==> src/rtl/tlb_flush_queue_if.sv <==
// tlb_flush_queue_if
//   Groups the fence-issue, commit/flush control and TLB flush-channel signals
//   of tlb_flush_queue. Signal suffixes (_i/_o) are from the queue's point of view.
//   slave  : the queue itself (consumes fences and acks, drives requests/payload)
//   master : the execute stage / TLB side driving the queue
interface tlb_flush_queue_if #(
    parameter int NR_TLBS    = 2,
    parameter int XLEN       = 64,
    parameter int ADDR_WIDTH = 41,
    parameter int ASID_WIDTH = 16,
    parameter int VMID_WIDTH = 14
);
    logic                  flush_i;
    logic                  fence_valid_i;
    logic                  fence_ready_o;
    logic [1:0]            fence_op_i;
    logic [XLEN-1:0]       rs1_i;
    logic [XLEN-1:0]       rs2_i;
    logic                  rs1_zero_i;
    logic                  rs2_zero_i;
    logic                  v_i;
    logic [VMID_WIDTH-1:0] vmid_i;
    logic                  commit_i;
    logic [NR_TLBS-1:0]    tlb_flush_req_o;
    logic [NR_TLBS-1:0]    tlb_flush_ack_i;
    logic [ADDR_WIDTH-1:0] flush_addr_o;
    logic [ASID_WIDTH-1:0] flush_asid_o;
    logic [VMID_WIDTH-1:0] flush_vmid_o;
    logic                  flush_all_addr_o;
    logic                  flush_all_id_o;
    logic [1:0]            flush_type_o;
    logic                  empty_o;

    modport slave (
        input  flush_i, fence_valid_i, fence_op_i, rs1_i, rs2_i, rs1_zero_i,
               rs2_zero_i, v_i, vmid_i, commit_i, tlb_flush_ack_i,
        output fence_ready_o, tlb_flush_req_o, flush_addr_o, flush_asid_o,
               flush_vmid_o, flush_all_addr_o, flush_all_id_o, flush_type_o,
               empty_o
    );

    modport master (
        output flush_i, fence_valid_i, fence_op_i, rs1_i, rs2_i, rs1_zero_i,
               rs2_zero_i, v_i, vmid_i, commit_i, tlb_flush_ack_i,
        input  fence_ready_o, tlb_flush_req_o, flush_addr_o, flush_asid_o,
               flush_vmid_o, flush_all_addr_o, flush_all_id_o, flush_type_o,
               empty_o
    );
endinterface

==> src/rtl/tlb_flush_queue.sv <==
// tlb_flush_queue
//   Queue of decoded SFENCE.VMA / HFENCE.VVMA / HFENCE.GVMA operands. Fences are
//   captured at issue, marked committed in order by the scoreboard, and the
//   committed head is broadcast to NR_TLBS flush channels, each of which must
//   acknowledge once before the head pops. A pipeline flush discards only the
//   uncommitted tail of the queue.
// Ports
//   clk_i, rst_i : clock, synchronous active-high reset
//   bus (slave)  : fence issue (valid/ready/op/rs1/rs2/zero flags/v/vmid),
//                  commit_i, flush_i, per-channel req/ack, head payload, empty_o
module tlb_flush_queue #(
    parameter int DEPTH      = 2,
    parameter int NR_TLBS    = 2,
    parameter int XLEN       = 64,
    parameter int ADDR_WIDTH = 41,
    parameter int ASID_WIDTH = 16,
    parameter int VMID_WIDTH = 14
) (
    input  logic              clk_i,
    input  logic              rst_i,
    tlb_flush_queue_if.slave  bus
);
    localparam int PTR_W = (DEPTH > 1) ? $clog2(DEPTH) : 1;
    localparam int CNT_W = $clog2(DEPTH + 1);

    // Entry storage (payload only, no reset needed)
    logic [ADDR_WIDTH-1:0] ent_addr_q     [DEPTH];
    logic [ASID_WIDTH-1:0] ent_asid_q     [DEPTH];
    logic [VMID_WIDTH-1:0] ent_vmid_q     [DEPTH];
    logic [1:0]            ent_type_q     [DEPTH];
    logic                  ent_all_addr_q [DEPTH];
    logic                  ent_all_id_q   [DEPTH];

    // head: oldest entry; cmt: first uncommitted entry; tail: next free slot
    logic [PTR_W-1:0]   head_q, head_d, tail_q, tail_d, cmt_q, cmt_d;
    logic [CNT_W-1:0]   count_q, count_d, ncmt_q, ncmt_d;
    logic [NR_TLBS-1:0] acked_q, acked_d;

    logic [ADDR_WIDTH-1:0] new_addr_d;
    logic [ASID_WIDTH-1:0] new_asid_d;
    logic [VMID_WIDTH-1:0] new_vmid_d;
    logic [1:0]            new_type_d;

    logic                  empty, head_committed, alloc, commit_eff, pop;
    logic [NR_TLBS-1:0]    req, done;

    function automatic logic [PTR_W-1:0] ptr_inc(input logic [PTR_W-1:0] p);
        return (p == PTR_W'(DEPTH - 1)) ? '0 : p + PTR_W'(1);
    endfunction

    // Operand decode for the fence being issued this cycle
    always_comb begin
        new_type_d = 2'd0;
        new_addr_d = ADDR_WIDTH'(bus.rs1_i);
        new_asid_d = ASID_WIDTH'(bus.rs2_i);
        new_vmid_d = '0;
        case (bus.fence_op_i)
            2'd0: begin
                // SFENCE.VMA executed in a guest acts on the VS stage
                if (bus.v_i) begin
                    new_type_d = 2'd1;
                    new_vmid_d = bus.vmid_i;
                end
            end
            2'd1: begin
                new_type_d = 2'd1;
                new_vmid_d = bus.vmid_i;
            end
            2'd2: begin
                // GVMA rs1 carries a guest physical address shifted right by 2
                new_type_d = 2'd2;
                new_addr_d = ADDR_WIDTH'({bus.rs1_i, 2'b00});
                new_vmid_d = VMID_WIDTH'(bus.rs2_i);
                new_asid_d = '0;
            end
            default: ;
        endcase
    end

    // Queue control
    always_comb begin
        empty          = (count_q == '0);
        head_committed = (ncmt_q != '0);
        bus.fence_ready_o = (count_q < CNT_W'(DEPTH));
        alloc      = bus.fence_valid_i & bus.fence_ready_o & ~bus.flush_i &
                     (bus.fence_op_i != 2'd3);
        // Only entries already held can be committed, never this cycle's allocation
        commit_eff = bus.commit_i & (count_q != ncmt_q);
        req        = {NR_TLBS{head_committed}} & ~acked_q;
        done       = acked_q | (req & bus.tlb_flush_ack_i);
        pop        = head_committed & (&done);

        head_d  = pop ? ptr_inc(head_q) : head_q;
        cmt_d   = commit_eff ? ptr_inc(cmt_q) : cmt_q;
        ncmt_d  = ncmt_q + CNT_W'(commit_eff) - CNT_W'(pop);
        acked_d = pop ? '0 : done;

        if (bus.flush_i) begin
            // Rewind to the committed boundary after this cycle's commit
            tail_d  = cmt_d;
            count_d = ncmt_d;
        end else begin
            tail_d  = alloc ? ptr_inc(tail_q) : tail_q;
            count_d = count_q + CNT_W'(alloc) - CNT_W'(pop);
        end
    end

    always_ff @(posedge clk_i) begin
        if (rst_i) begin
            head_q  <= '0;
            tail_q  <= '0;
            cmt_q   <= '0;
            count_q <= '0;
            ncmt_q  <= '0;
            acked_q <= '0;
        end else begin
            head_q  <= head_d;
            tail_q  <= tail_d;
            cmt_q   <= cmt_d;
            count_q <= count_d;
            ncmt_q  <= ncmt_d;
            acked_q <= acked_d;
        end
    end

    always_ff @(posedge clk_i) begin
        if (alloc) begin
            ent_addr_q[tail_q]     <= new_addr_d;
            ent_asid_q[tail_q]     <= new_asid_d;
            ent_vmid_q[tail_q]     <= new_vmid_d;
            ent_type_q[tail_q]     <= new_type_d;
            ent_all_addr_q[tail_q] <= bus.rs1_zero_i;
            ent_all_id_q[tail_q]   <= bus.rs2_zero_i;
        end
    end

    always_comb begin
        bus.tlb_flush_req_o  = req;
        bus.empty_o          = empty;
        bus.flush_addr_o     = empty ? '0   : ent_addr_q[head_q];
        bus.flush_asid_o     = empty ? '0   : ent_asid_q[head_q];
        bus.flush_vmid_o     = empty ? '0   : ent_vmid_q[head_q];
        bus.flush_type_o     = empty ? 2'd0 : ent_type_q[head_q];
        bus.flush_all_addr_o = empty ? 1'b0 : ent_all_addr_q[head_q];
        bus.flush_all_id_o   = empty ? 1'b0 : ent_all_id_q[head_q];
    end
endmodule

==> src/flat_wrapper.sv <==
// flat-port wrapper written by rule: the top's interface ports become plain ports
module tlb_flush_queue_flat 
#(
    parameter int DEPTH      = 2,
    parameter int NR_TLBS    = 2,
    parameter int XLEN       = 64,
    parameter int ADDR_WIDTH = 41,
    parameter int ASID_WIDTH = 16,
    parameter int VMID_WIDTH = 14
)
  (clk_i, rst_i, bus_flush_i, bus_fence_valid_i, bus_fence_op_i, bus_rs1_i, bus_rs2_i, bus_rs1_zero_i, bus_rs2_zero_i, bus_v_i, bus_vmid_i, bus_commit_i, bus_tlb_flush_ack_i, bus_fence_ready_o, bus_tlb_flush_req_o, bus_flush_addr_o, bus_flush_asid_o, bus_flush_vmid_o, bus_flush_all_addr_o, bus_flush_all_id_o, bus_flush_type_o, bus_empty_o);
  tlb_flush_queue_if #(.NR_TLBS(NR_TLBS), .XLEN(XLEN), .ADDR_WIDTH(ADDR_WIDTH), .ASID_WIDTH(ASID_WIDTH), .VMID_WIDTH(VMID_WIDTH)) bus_i ();
  input  logic clk_i;
  input  logic rst_i;
  input wire logic [$bits(bus_i.flush_i)-1:0] bus_flush_i;
  input wire logic [$bits(bus_i.fence_valid_i)-1:0] bus_fence_valid_i;
  input wire logic [$bits(bus_i.fence_op_i)-1:0] bus_fence_op_i;
  input wire logic [$bits(bus_i.rs1_i)-1:0] bus_rs1_i;
  input wire logic [$bits(bus_i.rs2_i)-1:0] bus_rs2_i;
  input wire logic [$bits(bus_i.rs1_zero_i)-1:0] bus_rs1_zero_i;
  input wire logic [$bits(bus_i.rs2_zero_i)-1:0] bus_rs2_zero_i;
  input wire logic [$bits(bus_i.v_i)-1:0] bus_v_i;
  input wire logic [$bits(bus_i.vmid_i)-1:0] bus_vmid_i;
  input wire logic [$bits(bus_i.commit_i)-1:0] bus_commit_i;
  input wire logic [$bits(bus_i.tlb_flush_ack_i)-1:0] bus_tlb_flush_ack_i;
  output wire logic [$bits(bus_i.fence_ready_o)-1:0] bus_fence_ready_o;
  output wire logic [$bits(bus_i.tlb_flush_req_o)-1:0] bus_tlb_flush_req_o;
  output wire logic [$bits(bus_i.flush_addr_o)-1:0] bus_flush_addr_o;
  output wire logic [$bits(bus_i.flush_asid_o)-1:0] bus_flush_asid_o;
  output wire logic [$bits(bus_i.flush_vmid_o)-1:0] bus_flush_vmid_o;
  output wire logic [$bits(bus_i.flush_all_addr_o)-1:0] bus_flush_all_addr_o;
  output wire logic [$bits(bus_i.flush_all_id_o)-1:0] bus_flush_all_id_o;
  output wire logic [$bits(bus_i.flush_type_o)-1:0] bus_flush_type_o;
  output wire logic [$bits(bus_i.empty_o)-1:0] bus_empty_o;
  assign bus_i.flush_i = bus_flush_i;
  assign bus_i.fence_valid_i = bus_fence_valid_i;
  assign bus_i.fence_op_i = bus_fence_op_i;
  assign bus_i.rs1_i = bus_rs1_i;
  assign bus_i.rs2_i = bus_rs2_i;
  assign bus_i.rs1_zero_i = bus_rs1_zero_i;
  assign bus_i.rs2_zero_i = bus_rs2_zero_i;
  assign bus_i.v_i = bus_v_i;
  assign bus_i.vmid_i = bus_vmid_i;
  assign bus_i.commit_i = bus_commit_i;
  assign bus_i.tlb_flush_ack_i = bus_tlb_flush_ack_i;
  assign bus_fence_ready_o = bus_i.fence_ready_o;
  assign bus_tlb_flush_req_o = bus_i.tlb_flush_req_o;
  assign bus_flush_addr_o = bus_i.flush_addr_o;
  assign bus_flush_asid_o = bus_i.flush_asid_o;
  assign bus_flush_vmid_o = bus_i.flush_vmid_o;
  assign bus_flush_all_addr_o = bus_i.flush_all_addr_o;
  assign bus_flush_all_id_o = bus_i.flush_all_id_o;
  assign bus_flush_type_o = bus_i.flush_type_o;
  assign bus_empty_o = bus_i.empty_o;
  tlb_flush_queue #(.DEPTH(DEPTH), .NR_TLBS(NR_TLBS), .XLEN(XLEN), .ADDR_WIDTH(ADDR_WIDTH), .ASID_WIDTH(ASID_WIDTH), .VMID_WIDTH(VMID_WIDTH)) u_core (.clk_i(clk_i), .rst_i(rst_i), .bus(bus_i));
endmodule
==> config.mk <==
export PLATFORM = sky130hd
export DESIGN_NAME = tlb_flush_queue_flat
export DESIGN_NICKNAME = d
export VERILOG_FILES = /design/src/rtl/tlb_flush_queue_if.sv /design/src/rtl/tlb_flush_queue.sv /design/src/flat_wrapper.sv
export SDC_FILE = /design/constraint.sdc
export NUM_CORES = 1
export LEC_CHECK = 0
export CORE_AREA = 8 8 128 130
export CTS_CLUSTER_SIZE = 24
export DETAILED_ROUTE_END_ITERATION = 8
export DIE_AREA = 0 0 136 138
export GPL_TIMING_DRIVEN = 1
export PLACE_DENSITY = 0.85
export SETUP_SLACK_MARGIN = 0.2
export SYNTH_ARGS = -nofsm -noshare
export SYNTH_HDL_FRONTEND = slang
export SYNTH_SLANG_ARGS = --single-unit
==> constraint.sdc <==
create_clock -name clk_i -period 7.1 [get_ports clk_i]
set_input_delay 2.13 -clock clk_i [delete_from_list [all_inputs] [get_ports clk_i]]
set_output_delay 2.13 -clock clk_i [all_outputs]
set_load 0.005 [all_outputs]
==> impl_metrics.json, run 1 <==
{
  "critPathLaunchType": "register",
  "holdCritPathClass": "register to register",
  "die_h_um": 138,
  "clkSinkCount": 160,
  "inserted_clock_buffers": 17,
  "worst-endpoint-required_ps": 4970,
  "nNetsFinal": 773,
  "core_area_um2": 14300,
  "timing.critical_path.cells": "buf_4 -> mux2i_1 -> nor2_1 -> clkdlybuf4s50_1",
  "floorplan.initialDensity": 0.480,
  "rows": 44,
  "pin_count_of_the_biggest_net_entering_global_routing": 76,
  "dr_drc_count": 0,
  "antenna_found_initial": 0,
  "grt_setup_unrepaired": "false",
  "synth.avg_cell_area_um2": 15.0,
  "finalHoldViolations": 0,
  "global_route_wire_length_before_repair_um": 23500,
  "cts_root_buffer": "sky130_fd_sc_hd__clkbuf_16",
  "setup_total_negative_slack_ps": 0,
  "min_period_over_period": 0.698,
  "clk_path_buf_depth": 2,
  "final_core_utilization": 0.651,
  "drive_gt1_frac": 0.129,
  "mappedNetlistNets": 616,
  "via_count_of_the_first_global_routing_pass": 4492,
  "worst-r2r-setup-slack_ps": 5030,
  "drt.antenna.violating_nets": 0,
  "critical_path_peak_fanout": 57,
  "die_area_um2": 18800,
  "place_hpwl_um": 9530,
  "routabilityCongestion": 0.761,
  "setup_viol": 0,
  "cpLargestDelayFamily": "flip-flops",
  "worst-setup-path-type": "register to output pin",
  "postCtsHoldBufs": 0,
  "timing.hold.worst.start": "u_core.head_q$_SDFFE_PP0P_",
  "netlist_instances": 458,
  "globalRouteMet3Util": 0.0580,
  "grt_remaining_overflow": 0,
  "worst_setup_hold_path_clk_slew_ps": 60,
  "total_leakage_power_nw": 3.11,
  "globalRouteMet1Util": 0.182,
  "status": "finished, final reports clean",
  "routed_wl_per_cell_um": 18.4,
  "synthesis.yosys.warnings": 0,
  "insertion_delay_ps": 420,
  "routed_wirelength_um": 14900,
  "cts_htree_levels": 4,
  "max_slew.worst_pin.slew_ps": 1100,
  "layout_common_cells": "sky130_fd_sc_hd__clkdlybuf4s50_1 (161), sky130_fd_sc_hd__edfxtp_1 (150), sky130_fd_sc_hd__nor2_1 (86)",
  "max-cap-violations": 0,
  "whs_path_depth": 2,
  "groute.usage.overall": 0.161,
  "cp_slowest_stage_delay_ps": 1030,
  "finalCriticalPeriod_ps": 4960,
  "tritoncts": "built",
  "syn_area_um2": 6880,
  "worst-endpoint-arrival_ps": 2830,
  "die_width_um": 136,
  "area_delta_synth_final_pct": 35.6,
  "skew_ps": 5.86,
  "fillCellCount": 1034,
  "vdd.ir_drop.worst_mv": 0.192,
  "timing.hold.ws_ps": 524,
  "synthDistinctLibCells": 25,
  "drtIter0Drc": 243,
  "post_cts_buffers": 0,
  "regToRegEndpoint": "u_core.count_q[1]$_SDFF_PP0_",
  "worst_slew_margin_rel": 0.269,
  "insertedDiodeCount": 0,
  "grt_most_used_layer": "met2",
  "r2r_cells": 9,
  "powerDensity_nw_per_um2": 341,
  "portBuffers": 161,
  "use_met2": 0.272,
  "floorplan.io_pins": 233,
  "most_common_cell_after_layout_fill_and_taps_aside": "sky130_fd_sc_hd__clkdlybuf4s50_1",
  "drt_pre_antenna_iters": 4,
  "path_buf_inv": 2,
  "postSynthRegisterBits": 160,
  "worst_setup_path_end_kind": "output pin",
  "num_vias": 4184,
  "worst_r2r_startpoint": "u_core.ncmt_q[1]$_SDFF_PP0_",
  "cts_repair_resize_count": 0,
  "detail_route.vias_per_cell": 5.15,
  "final_max_slew_viol_count": 0,
  "slowest_stage": "sky130_fd_sc_hd__dfxtp_4",
  "synth-seq-area-share": 0.684,
  "achievable-frequency_mhz": 202
}
## tightest hold or removal path, stage by stage, from the launching register on
cell,delay (ps)
sky130_fd_sc_hd__dfxtp_1,330
sky130_fd_sc_hd__xnor2_1,80
sky130_fd_sc_hd__nor2_1,80
## synth_stat cells
library cell	count	area, um2
sky130_fd_sc_hd__clkbuf_1	7	26.3
sky130_fd_sc_hd__nor2_1	87	327
sky130_fd_sc_hd__a211oi_1	1	7.51
sky130_fd_sc_hd__a21oi_1	2	10.0
sky130_fd_sc_hd__nor2b_1	21	131
sky130_fd_sc_hd__mux2_2	39	439
sky130_fd_sc_hd__xor2_1	1	8.76
sky130_fd_sc_hd__ha_1	4	50.1
sky130_fd_sc_hd__o22ai_1	1	6.26
sky130_fd_sc_hd__and2_1	2	12.5
sky130_fd_sc_hd__a31oi_1	1	6.26
sky130_fd_sc_hd__nand2_1	1	3.75
sky130_fd_sc_hd__a21boi_2	1	11.3
sky130_fd_sc_hd__dfxtp_1	10	200
sky130_fd_sc_hd__xnor2_1	7	61.3
sky130_fd_sc_hd__and4_1	1	8.76
sky130_fd_sc_hd__a22o_1	14	123
sky130_fd_sc_hd__and4bb_2	1	12.5
sky130_fd_sc_hd__nor3_1	3	15.0
sky130_fd_sc_hd__buf_2	15	75.1
sky130_fd_sc_hd__or2_2	1	6.26
sky130_fd_sc_hd__inv_1	6	22.5
sky130_fd_sc_hd__buf_4	5	37.5
sky130_fd_sc_hd__edfxtp_1	150	4500
sky130_fd_sc_hd__mux2i_1	77	771
## through the flow
step / setup slack [ps] / area [um2] / cells / total power, mW
global route: 2020 / 9320 / 812 / 3.32
finish: 2140 / 9320 / 812 / 3.17
CTS: 2110 / 9320 / 812 / 3.21
global placement: 2620 / 8630 / 780 / 2.13
detailed placement: 2600 / 8630 / 780 / 2.15
floorplan: 2450 / 6880 / 458 / 1.65
## registers in the layout, indices dropped and copies added (netlist names), named ones only
signal	cells
u_core.count_q	2
u_core.ent_addr_q	82
u_core.tail_q	1
u_core.head_q	1
u_core.cmt_q	1
u_core.ent_type_q	4
u_core.ent_asid_q	32
u_core.acked_q	2
u_core.ncmt_q	2
u_core.ent_all_addr_q	2
u_core.ent_all_id_q	2
u_core.ent_vmid_q	28
## worst max-delay path by stage
stage | start | to | slack [ps] | cells past startpoint
finish | register | bus_flush_addr_o[24] | 2140 | 4
global route | register | bus_flush_addr_o[24] | 2020 | 4
CTS | register | bus_flush_addr_o[24] | 2110 | 4
detailed placement | register | bus_flush_all_id_o | 2600 | 4
global placement | register | bus_flush_all_id_o | 2620 | 4
floorplan | bus_fence_op_i[1] | u_core.ent_addr_q[1][0]$_DFFE_PP_ | 2450 | 3
## layout make-up
type                       instances  area [um2]  share of cell area
clock buffer                      17         425              0.0456
clock inverter                    15         263              0.0282
inverter                           6        22.5             0.00242
multi-input combinational        265        2030               0.218
sequential                       160        4710               0.505
tap                              184         230              0.0247
timing repair buffer             165        1640               0.176
## report_power, final
group | total [mW] | leakage, nW | switching, mW | internal, mW
clock network | 1.05 | 0.337 | 0.355 | 0.694
registers | 1.21 | 1.46 | 0.0754 | 1.14
logic | 0.912 | 1.31 | 0.404 | 0.508
## cells by family (layout without fill, tap and decap cells)
logic type / after synthesis / count (layout) / synth area share
compound gates: 20 / 20 / 0.0238
xor+xnor: 8 / 8 / 0.0102
fa+ha+maj: 4 / 4 / 0.00728
buf+inv: 33 / 203 / 0.0235
flops: 160 / 160 / 0.684
mux: 116 / 116 / 0.176
simple gates: 117 / 117 / 0.0751
## metal layers
layer,routed length [um],share of wire
met5,0,0
met2,7410,0.50
met1,6110,0.41
met4,207,0.014
met3,1190,0.080
Note: power is estimated with default switching activity, not from simulation.
==> inputs of run 2 (changes only) <==
- CORE_AREA: 8 8 128 130 -> 8 8 132 134
- DIE_AREA: 0 0 136 138 -> 0 0 140 142
- PLACE_DENSITY: 0.85 -> 0.8
- clock period: 7.1 -> 5.2 ns (I/O delays scaled with it)
==> run 2 against run 1 <==
Effect of this change: design area shrank 0.47%; combinational power grew 41%; sequential power grew 35%; setup slack worse by 950 ps; power rose by 32%; via count grew 0.62%; largest cell class unchanged.
==> impl_metrics.json, run 2 (same netlist as run 1, synthesis figures left out) <==
{
  "detail_route.vias_per_cell": 5.13,
  "placedCellCount": 789,
  "max-cap-violations": 0,
  "worstSetupPathDepth": 4,
  "post-route-worst-setup-slack_ps": 1190,
  "cts_htree_levels": 4,
  "powerDensity_nw_per_um2": 452,
  "num_vias": 4210,
  "post_cts_buffers": 0,
  "insertion_delay_ps": 410,
  "worst-endpoint-arrival_ps": 2450,
  "core_area_um2": 15400,
  "die_h_um": 142,
  "finalHoldViolations": 0,
  "r2r_cells": 9,
  "dr_drc_count": 0,
  "flip_flop_count_of_the_largest_register_all_copies_and_words_added": 82,
  "inserted_clock_buffers": 17,
  "portBuffers": 161,
  "final_max_slew_viol_count": 0,
  "critPathLaunchType": "register",
  "slowest_stage": "sky130_fd_sc_hd__dfxtp_4",
  "cts_root_buffer": "sky130_fd_sc_hd__clkbuf_16",
  "worst_setup_hold_path_clk_slew_ps": 60,
  "finalCriticalPeriod_ps": 4010,
  "antenna_found_initial": 0,
  "drive_gt1_frac": 0.127,
  "floorplan.initialDensity": 0.446,
  "worst_slew_margin_rel": 0.272,
  "skew_ps": 6.15,
  "timing.critical_path.cells": "buf_12 -> mux2i_1 -> nor2_1 -> clkdlybuf4s50_1",
  "drt.antenna.violating_nets": 0,
  "worst_setup_path_end_kind": "output pin",
  "area_delta_synth_final_pct": 34.9,
  "groute.usage.overall": 0.155,
  "place_hpwl_um": 10100,
  "vdd.ir_drop.worst_mv": 0.252,
  "worst-endpoint-required_ps": 3640,
  "setup_total_negative_slack_ps": 0,
  "min_period_over_period": 0.771,
  "die_width_um": 140,
  "layout_top_registers": "u_core.ent_addr_q: 82 flops, u_core.ent_asid_q: 32 flops, u_core.ent_vmid_q: 28 flops",
  "fillCellCount": 1208,
  "total_leakage_power_nw": 3.08,
  "final_cell_count_no_fill": 820,
  "floorplan.io_pins": 233,
  "drt_pre_antenna_iters": 4,
  "cpLargestDelayFamily": "buffers and inverters",
  "cts_repair_resize_count": 0,
  "setup_viol": 0,
  "grt_setup_unrepaired": "false",
  "clk_path_buf_depth": 2,
  "routed_wirelength_um": 15200,
  "tritoncts": "built",
  "insertedDiodeCount": 0,
  "status": "finished, final reports clean",
  "whs_path_depth": 2,
  "grt_remaining_overflow": 0,
  "timing.hold.ws_ps": 530,
  "fin_total_pwr_mw": 4.20,
  "global_route_wire_length_before_repair_um": 24100,
  "pin_count_of_the_biggest_net_entering_global_routing": 76,
  "placement.setup.worst_slack_ps": 1370,
  "rows": 46,
  "postCtsHoldBufs": 0,
  "path_buf_inv": 2,
  "cp_slowest_stage_delay_ps": 760,
  "critical_path_peak_fanout": 40,
  "max_slew.worst_pin.slew_ps": 1090,
  "registers.top_by_ff_count": "u_core.ent_addr_q",
  "routed_wl_per_cell_um": 18.6,
  "placed_cell_area_um2": 8680,
  "routabilityCongestion": 0.736,
  "achievable-frequency_mhz": 250,
  "die_area_um2": 19900,
  "clkSinkCount": 160,
  "holdCritPathClass": "register to register",
  "via_count_of_the_first_global_routing_pass": 4690,
  "final_core_utilization": 0.601,
  "postLayoutCellArea_um2": 9280,
  "drtIter0Drc": 249,
  "worst-setup-path-type": "register to output pin",
  "layout_common_cells": "sky130_fd_sc_hd__clkdlybuf4s50_1 (161), sky130_fd_sc_hd__edfxtp_1 (150), sky130_fd_sc_hd__nor2_1 (86)",
  "nNetsFinal": 774,
  "most_common_cell_after_layout_fill_and_taps_aside": "sky130_fd_sc_hd__clkdlybuf4s50_1"
}
[run 2: cell type report]
class	count	area (um2)	area share
sequential	160	4710	0.507
multi-input combinational	265	2030	0.219
timing repair buffer	166	1670	0.180
clock buffer	20	437	0.0471
tap	192	240	0.0259
clock inverter	11	165	0.0178
inverter	6	22.5	0.00243
[run 2: final timing paths]
check	from	endpoint	slack, ps
setup / recovery	register	bus_flush_addr_o[18]	1190
hold / removal	u_core.head_q$_SDFFE_PP0P_	u_core.head_q$_SDFFE_PP0P_	530
setup reg to reg	u_core.ncmt_q[1]$_SDFF_PP0_	u_core.count_q[1]$_SDFF_PP0_	3110
hold reg to reg	u_core.head_q$_SDFFE_PP0P_	u_core.head_q$_SDFFE_PP0P_	530
[run 2: worst register-to-register path: stages, from the launching register on]
cell	delay, ps
sky130_fd_sc_hd__dfxtp_1	400
sky130_fd_sc_hd__nor2_1	110
sky130_fd_sc_hd__nor2_1	350
sky130_fd_sc_hd__ha_1	310
sky130_fd_sc_hd__inv_1	60
sky130_fd_sc_hd__ha_1	150
sky130_fd_sc_hd__xor2_1	180
sky130_fd_sc_hd__xnor2_1	170
sky130_fd_sc_hd__mux2i_1	100
sky130_fd_sc_hd__nor2b_1	130
[run 2: where the power goes]
group | internal, mW | switching [mW]
combinational | 0.709 | 0.578
clock | 0.799 | 0.475
sequential | 1.55 | 0.0798
[run 2: routing by layer]
metal  part of all wire  global-route usage
met3              0.070              0.0570
met5                  0                   0
met1               0.42               0.177
met2               0.49               0.267
met4              0.012              0.0514
==> inputs of run 3 (changes only) <==
- CORE_AREA: 8 8 132 134 -> 8 8 139 141
- DIE_AREA: 0 0 140 142 -> 0 0 147 149
- PLACE_DENSITY: 0.8 -> 0.76
- clock period: 5.2 -> 3.54 ns (I/O delays scaled with it)
==> run 3 against run 2 <==
Effect of this change: via count about the same; critical path depth stayed put; flip-flop and latch count stayed put; clock-buffer cell count shrank 3; sequential power up 45%; combinational power is 50% higher; largest cell class unchanged.
==> impl_metrics.json, run 3 (same netlist as run 1, synthesis figures left out) <==
{
  "holdCritPathClass": "register to register",
  "grt_setup_unrepaired": "false",
  "via_count_of_the_first_global_routing_pass": 4663,
  "floorplan.io_pins": 233,
  "most_common_cell_after_layout_fill_and_taps_aside": "sky130_fd_sc_hd__clkdlybuf4s50_1",
  "setup_total_negative_slack_ps": 0,
  "insertedDiodeCount": 0,
  "achievable-frequency_mhz": 313,
  "placed_cell_area_um2": 8790,
  "final_cell_count_no_fill": 860,
  "worst_setup_hold_path_clk_slew_ps": 60,
  "power_frac_clock": 0.298,
  "worst_setup_path_end_kind": "output pin",
  "placedCellCount": 829,
  "fin_total_pwr_mw": 6.13,
  "total_leakage_power_nw": 3.11,
  "pin_count_of_the_biggest_net_entering_global_routing": 74,
  "status": "finished, final reports clean",
  "power_switching_share": 0.275,
  "layout_common_cells": "sky130_fd_sc_hd__clkdlybuf4s50_1 (161), sky130_fd_sc_hd__edfxtp_1 (150), sky130_fd_sc_hd__nor2_1 (86)",
  "detail_route.vias_per_cell": 4.90,
  "die_area_um2": 21900,
  "vdd.ir_drop.worst_mv": 0.362,
  "cts_htree_levels": 4,
  "flip_flop_count_of_the_largest_register_all_copies_and_words_added": 82,
  "max-cap-violations": 0,
  "global_route_wire_length_before_repair_um": 24100,
  "routed_wl_per_cell_um": 17.7,
  "power_frac_comb": 0.315,
  "fillCellCount": 1388,
  "num_vias": 4213,
  "registers.top_by_ff_count": "u_core.ent_addr_q",
  "antenna_found_initial": 0,
  "finalCriticalPeriod_ps": 3200,
  "drtIter0Drc": 182,
  "skew_ps": 6.29,
  "inserted_clock_buffers": 17,
  "critical_path_peak_fanout": 39,
  "floorplan.initialDensity": 0.403,
  "worst_slew_margin_rel": 0.663,
  "place_hpwl_um": 10300,
  "timing.hold.ws_ps": 523,
  "post-route-worst-setup-slack_ps": 344,
  "dr_drc_count": 0,
  "tritoncts": "built",
  "rows": 48,
  "routed_wirelength_um": 15200,
  "min_period_over_period": 0.903,
  "die_width_um": 147,
  "worst-setup-path-type": "register to output pin",
  "finalHoldViolations": 0,
  "sequentialPowerShare": 0.388,
  "die_h_um": 149,
  "clkSinkCount": 160,
  "netSwitchingPower_mw": 1.68,
  "placement.setup.worst_slack_ps": 431,
  "grt_remaining_overflow": 0,
  "portBuffers": 161,
  "final_core_utilization": 0.551,
  "worst-endpoint-required_ps": 2480,
  "layout_top_registers": "u_core.ent_addr_q: 82 flops, u_core.ent_asid_q: 32 flops, u_core.ent_vmid_q: 28 flops",
  "final_max_slew_viol_count": 0,
  "core_area_um2": 17100,
  "powerDensity_nw_per_um2": 652,
  "drt_pre_antenna_iters": 4,
  "post_cts_buffers": 0,
  "area_delta_synth_final_pct": 36.6,
  "worst-endpoint-arrival_ps": 2130,
  "p_int_mw": 4.44,
  "drive_gt1_frac": 0.139,
  "cts_root_buffer": "sky130_fd_sc_hd__clkbuf_16",
  "clk_path_buf_depth": 2,
  "critPathLaunchType": "register",
  "postLayoutCellArea_um2": 9390,
  "drt.antenna.violating_nets": 0,
  "insertion_delay_ps": 420,
  "routabilityCongestion": 0.751,
  "groute.usage.overall": 0.139,
  "nNetsFinal": 781,
  "setup_viol": 0,
  "max_slew.worst_pin.slew_ps": 506
}
run 3: path summary, 6_finish.rpt:
path	from	depth (start not counted)	endpoint	slack, ps
setup / recovery	register	4	bus_flush_vmid_o[7]	340
hold / removal	u_core.head_q$_SDFFE_PP0P_	2	u_core.head_q$_SDFFE_PP0P_	520
setup reg to reg	u_core.ncmt_q[1]$_SDFF_PP0_	10	u_core.count_q[1]$_SDFF_PP0_	1550
hold reg to reg	u_core.head_q$_SDFFE_PP0P_	2	u_core.head_q$_SDFFE_PP0P_	520
run 3: final cells by class:
type                    count  area, um2  share of cell area
inverters                   6       22.5             0.00240
flip-flops and latches    160       4710               0.501
well taps                 225        282              0.0300
clock buffers              17        425              0.0453
repair buffers            173       1760               0.187
clock inverters            14        165              0.0176
multi-input cells         265       2030               0.216
run 3: power groups by stage:
stage | clock [mW] | sequential (mW) | combinational, mW
floorplan | 0 | 2.36 | 0.943
global route | 1.95 | 2.39 | 2.10
global placement | 0 | 2.40 | 1.93
detailed placement | 0 | 2.41 | 1.96
CTS | 1.87 | 2.37 | 1.97
finish | 1.82 | 2.37 | 1.93
run 3: worst max-delay path, stage by stage (launching register included):
cell                              delay [ps]
sky130_fd_sc_hd__dfxtp_4                 570
sky130_fd_sc_hd__buf_16                  320
sky130_fd_sc_hd__mux2i_1                 120
sky130_fd_sc_hd__nor2_1                  150
sky130_fd_sc_hd__clkdlybuf4s50_1         530
run 3: metal layers:
layer  vias up  part of all wire  GRT usage  wire length, um
li1       2013                 -          -                -
met1      2056              0.41      0.154             6310
met2       126              0.50      0.243             7640
met3        18             0.071     0.0507             1080
met4         0             0.014     0.0500              210
met5         -                 0          0                0
run 3: repair_timing:
item | CTS | global route
endpoints found under the setup margin | 0 | 1
gates resized for setup | 0 | 1
hold buffers | 0 | 0
